### src/rtl/alu_pkg.sv
// Shared ALU encodings: ALUcontrol operation codes, ALUOp classes and the default datapath width.
package alu_pkg;

  localparam int unsigned XLEN_DEFAULT = 64;

  // ALUcontrol codes understood by the ALU
  localparam logic [3:0] ALU_AND = 4'b0000;
  localparam logic [3:0] ALU_OR  = 4'b0001;
  localparam logic [3:0] ALU_ADD = 4'b0010;
  localparam logic [3:0] ALU_SUB = 4'b0110;

  // ALUOp classes produced by the main control unit
  localparam logic [1:0] OP_MEM = 2'b00;
  localparam logic [1:0] OP_BR  = 2'b01;
  localparam logic [1:0] OP_R   = 2'b10;
  localparam logic [1:0] OP_I   = 2'b11;

endpackage

### src/rtl/alu_decod.sv
// ALU operation decoder: {ALUOp, funct3, funct7[5]} -> {ALUcontrol, ilegal}. Purely combinational.
module alu_decod
  import alu_pkg::*;
(
  input  logic [1:0] alu_op_i,
  input  logic [2:0] funct3_i,
  input  logic       funct7_5_i,
  output logic [3:0] alu_ctrl_o,
  output logic       ilegal_o
);

  // Decode the operation; unsupported combinations fall back to ADD and raise ilegal
  always_comb begin
    alu_ctrl_o = ALU_ADD;
    ilegal_o   = 1'b0;
    unique case (alu_op_i)
      OP_MEM: alu_ctrl_o = ALU_ADD;
      OP_BR:  alu_ctrl_o = ALU_SUB;
      OP_R: begin
        case ({funct7_5_i, funct3_i})
          4'b0_000: alu_ctrl_o = ALU_ADD;
          4'b1_000: alu_ctrl_o = ALU_SUB;
          4'b0_111: alu_ctrl_o = ALU_AND;
          4'b0_110: alu_ctrl_o = ALU_OR;
          default:  ilegal_o   = 1'b1;
        endcase
      end
      OP_I: begin
        // Immediate forms have no SUB; bit 30 belongs to the immediate
        case (funct3_i)
          3'b000:  alu_ctrl_o = ALU_ADD;
          3'b111:  alu_ctrl_o = ALU_AND;
          3'b110:  alu_ctrl_o = ALU_OR;
          default: ilegal_o   = 1'b1;
        endcase
      end
      default: ilegal_o = 1'b1;
    endcase
  end

endmodule

### src/rtl/alu_controle_ex.sv
// ID/EX stage feeding the ALU: decodes the ALU op, selects operand B, registers operands and
// code into EX, and resolves BEQ from the ALU zero flag. Supports stall (hold) and flush (bubble).
module alu_controle_ex
  import alu_pkg::*;
#(
  parameter int unsigned XLEN = XLEN_DEFAULT
) (
  input  logic            clock,
  input  logic            reset,
  input  logic            in_valid,
  input  logic            stall,
  input  logic            flush,
  input  logic [1:0]      ALUOp,
  input  logic [2:0]      funct3,
  input  logic            funct7_5,
  input  logic            ALUSrc,
  input  logic            Branch,
  input  logic [XLEN-1:0] rs1_dado,
  input  logic [XLEN-1:0] rs2_dado,
  input  logic [XLEN-1:0] imm,
  input  logic            zero,
  output logic [XLEN-1:0] valor1,
  output logic [XLEN-1:0] valor2,
  output logic [3:0]      ALUcontrol,
  output logic            ex_valid,
  output logic            ex_ilegal,
  output logic            desvio_tomado
);

  logic [3:0]      dec_ctrl;
  logic            dec_ilegal;
  logic [XLEN-1:0] op_b;

  logic [XLEN-1:0] valor1_q, valor1_d;
  logic [XLEN-1:0] valor2_q, valor2_d;
  logic [3:0]      ctrl_q, ctrl_d;
  logic            valid_q, valid_d;
  logic            ilegal_q, ilegal_d;
  logic            branch_q, branch_d;

  alu_decod u_decod (
    .alu_op_i   (ALUOp),
    .funct3_i   (funct3),
    .funct7_5_i (funct7_5),
    .alu_ctrl_o (dec_ctrl),
    .ilegal_o   (dec_ilegal)
  );

  // Operand B mux: immediate or second register read port
  always_comb begin
    op_b = ALUSrc ? imm : rs2_dado;
  end

  // EX register next state: flush beats stall beats load
  always_comb begin
    valor1_d = valor1_q;
    valor2_d = valor2_q;
    ctrl_d   = ctrl_q;
    valid_d  = valid_q;
    ilegal_d = ilegal_q;
    branch_d = branch_q;
    if (flush) begin
      valor1_d = '0;
      valor2_d = '0;
      ctrl_d   = ALU_ADD;
      valid_d  = 1'b0;
      ilegal_d = 1'b0;
      branch_d = 1'b0;
    end else if (!stall) begin
      // Operands are captured even for bubbles; only the flags are gated by in_valid
      valor1_d = rs1_dado;
      valor2_d = op_b;
      ctrl_d   = dec_ctrl;
      valid_d  = in_valid;
      ilegal_d = dec_ilegal & in_valid;
      branch_d = Branch & in_valid;
    end
  end

  // EX register state with asynchronous clear
  always_ff @(posedge clock or posedge reset) begin
    if (reset) begin
      valor1_q <= '0;
      valor2_q <= '0;
      ctrl_q   <= ALU_ADD;
      valid_q  <= 1'b0;
      ilegal_q <= 1'b0;
      branch_q <= 1'b0;
    end else begin
      valor1_q <= valor1_d;
      valor2_q <= valor2_d;
      ctrl_q   <= ctrl_d;
      valid_q  <= valid_d;
      ilegal_q <= ilegal_d;
      branch_q <= branch_d;
    end
  end

  // Outputs and same-cycle branch resolution from the ALU zero flag
  always_comb begin
    valor1        = valor1_q;
    valor2        = valor2_q;
    ALUcontrol    = ctrl_q;
    ex_valid      = valid_q;
    ex_ilegal     = ilegal_q;
    desvio_tomado = valid_q & branch_q & zero;
  end

endmodule

### config.mk
export PLATFORM = sky130hd
export DESIGN_NAME = alu_controle_ex
export DESIGN_NICKNAME = d
export VERILOG_FILES = /design/src/rtl/alu_pkg.sv /design/src/rtl/alu_decod.sv /design/src/rtl/alu_controle_ex.sv
export SDC_FILE = /design/constraint.sdc
export NUM_CORES = 1
export LEC_CHECK = 0
export BUFFER_PORTS_ARGS = -buffer_cell sky130_fd_sc_hd__clkbuf_2
export CAP_MARGIN = 20
export CORE_AREA = 2 2 131 133
export CTS_CLUSTER_SIZE = 28
export DETAILED_ROUTE_END_ITERATION = 10
export DIE_AREA = 0 0 133 135
export GPL_ROUTABILITY_DRIVEN = 0
export GPL_TIMING_DRIVEN = 0
export PLACE_DENSITY_LB_ADDON = 0.08
export SLEW_MARGIN = 20
export SYNTH_ARGS = -nofsm -noshare
export SYNTH_HDL_FRONTEND = slang
export SYNTH_SLANG_ARGS = --single-unit
### constraint.sdc
create_clock -name clock -period 5.6 [get_ports clock]
set_input_delay 1.12 -clock clock [delete_from_list [all_inputs] [get_ports clock]]
set_output_delay 1.12 -clock clock [all_outputs]
set_load 0.03 [all_outputs]
==> impl_metrics.ini <==
[critical_path]
crit_top_cell = clkbuf_2
crit_arrival_ps = 1530
max_stage_delay_ps = 170
start_kind = input port
path_cells = clkbuf_2 -> and3_1 -> clkbuf_2
crit_fanout = 1
cp-end-kind = primary output
cpMaxStageDelayCell = clkbuf_2
cp.required_ps = 4480
rrSetupSlack_ps = 4860
critPathKind = input port to primary output

[finish]
area_delta_synth_final_pct = 43.2
design_area_um2 = 8780
fin_nets = 1151
fillCellCount = 1566
diodes = 0
drive_gt1_share_pct = 47.8
fin_util_pct = 53.5

[logic_synthesis]
synth_edf_count = 0
synthTopCellsByArea = dfrtp_1 (54%), mux2_2 (12%), mux2i_1 (11%), nand2_1 (8.0%), a21oi_1 (5.6%)
synthTopCellsByCount = dfrtp_1 (133), nand2_1 (131), a21oi_1 (68)
yosysSeqAreaShare_pct = 54.7
yosysTopAreaCellShare_pct = 54.3
async_reset_ff_share_pct = 100
yosysMostFrequentCell = dfrtp_1
syn_area_per_cell_um2 = 10.4
ys_types = 26
synth_seq_cells = 134
synth_top_area_cell = dfrtp_1
synth_flop_cell = dfrtp_1
synth_nets = 795
synthCells = 589
yosysWarnings = 0
syn-cell-area_um2 = 6130

[sta]
slew_violations = 0
slew_headroom_pct = 57.7
rsz0062_at_grt = no
setup-violations-final = 0
finalWorstSetupSlack_ps = 2950
clock_skew_ps = 0
finalCriticalPeriod_ps = 2650
holdWs_ps = 514
fmax_mhz = 377
hold_viol = 0
tightest_slew_ps = 635
finalCritPeriodShare_pct = 47.4

[pwr]
p_total_mw = 2.75
ir_worst_vdd_v = 0.000191
p_leak_nw = 4.76
power.density_nw_per_um2 = 313

[place]
dpl-instance-area_um2 = 8120
portBuffers = 336
pre_cts_ws_ps = 2950
dp_hpwl_mm = 14.2

[cts]
cts_tree = yes
clock_latency_ps = 410
postCtsHoldBufs = 0
clkSinkCount = 134
cts_setup_buffers = 0
cts-root-buf = clkbuf_16
cts_repair_resize_count = 0
cts_buffer_depth = 2
clk_pin_slew_worst_paths_ps = 50
htreeDepth = 4
cts_buffers = 17

[hold_path]
min_path_type = flip-flop to flip-flop

[floorplanning]
dieArea_um2 = 18000
chipWidth_um = 133
start_util_pct = 37.4
core_area_um2 = 16400
fp.dieH_um = 135
rows = 47
ios = 341

[detailed_routing]
wirelength_mm = 18.6
via_per_inst = 4.64
vias = 5466
dr.pass1.iters = 4
drc_errors = 0
wire_per_inst_um = 15.8
ant_nets = 0
drt-initial-drc-count = 216

[global_routing]
grt_max_degree = 86
antenna_found_initial = 0
gr-usage-all-layers_pct = 20.9
grt_overflow_total = 0
grt_pass1_vias = 5459
grt_pass1_wl_mm = 29.0

[job]
max-cap-violations = 0

[status]
status = complete, no violations
critical path: cells and delay by family:
kind / cells / cell delay, ps
buffers and inverters: 2 / 250
AND/OR/NAND/NOR: 1 / 160
registers in the layout (all words and copies together), names as in the netlist:
register    cells
ex_ilegal       1
valor1         64
branch_q        1
ex_valid        1
valor2         64
ALUcontrol      3
power breakdown:
group	leakage, nW	internal [mW]	switching, mW
Sequential	1.78	1.02	0.0300
Clock	0.312	0.813	0.420
Combinational	2.67	0.177	0.284
Total	4.76	2.01	0.734
final timing paths:
kind                                  to  cells after the start     startpoint
setup / recovery           desvio_tomado                      3           zero
hold / removal                valor2[53]                      2     valor2[53]
setup reg to reg           ALUcontrol[2]                      2  ALUcontrol[2]
hold reg to reg               valor2[53]                      2     valor2[53]
max in group asynchronous  ALUcontrol[1]                      3          reset
min in group asynchronous     valor1[56]                      2          reset
cell families after synthesis:
| family | after synthesis | share of synthesized area [%] |
|---|---|---|
| and+or+nand+nor | 208 | 13.4 |
| buffers and inverters | 47 | 3.63 |
| DFF | 134 | 54.7 |
| other | 1 | 0.0612 |
| muxes | 129 | 22.4 |
| AOI/OAI and AO/OA | 70 | 5.82 |
placed cells by master, fill, tap and decap left out, drive strengths merged, types with 2 or more instances in the layout:
cell type	n
clkbuf	375
dfrtp	133
nand2	131
a21oi	68
nor2	66
mux2i	65
mux2	64
buf	27
bufinv	5
clkinv	4
clkinvlp	3
inv	2
nand2b	2
final cells by class:
cell class	count	area [µm²]	area share [%]
Inverter	2	15.0	0.171
Clock inverter	12	200	2.28
Tap cell	220	275	3.14
Clock buffer	20	457	5.20
Buffer	45	215	2.45
Sequential cell	134	3350	38.2
Timing Repair Buffer	337	1710	19.5
Multi-Input combinational cell	408	2550	29.1
per-stage QoR:
step	cells	TNS, ps
2_1_floorplan	589	0
3_3_place_gp	1145	-115890
3_5_place_dp	1146	0
4_1_cts	1178	0
5_1_grt	1178	0
6_report	1178	0
layer usage:
metal | GRT usage [%] | routed length, µm | up-vias
li1 | - | - | 2673
met1 | 25.0 | 7530 | 2569
met2 | 36.3 | 9420 | 210
met3 | 7.09 | 1520 | 14
met4 | 5.62 | 180 | 0
met5 | 0 | 0 | -
(Power assumes the default switching activity.)
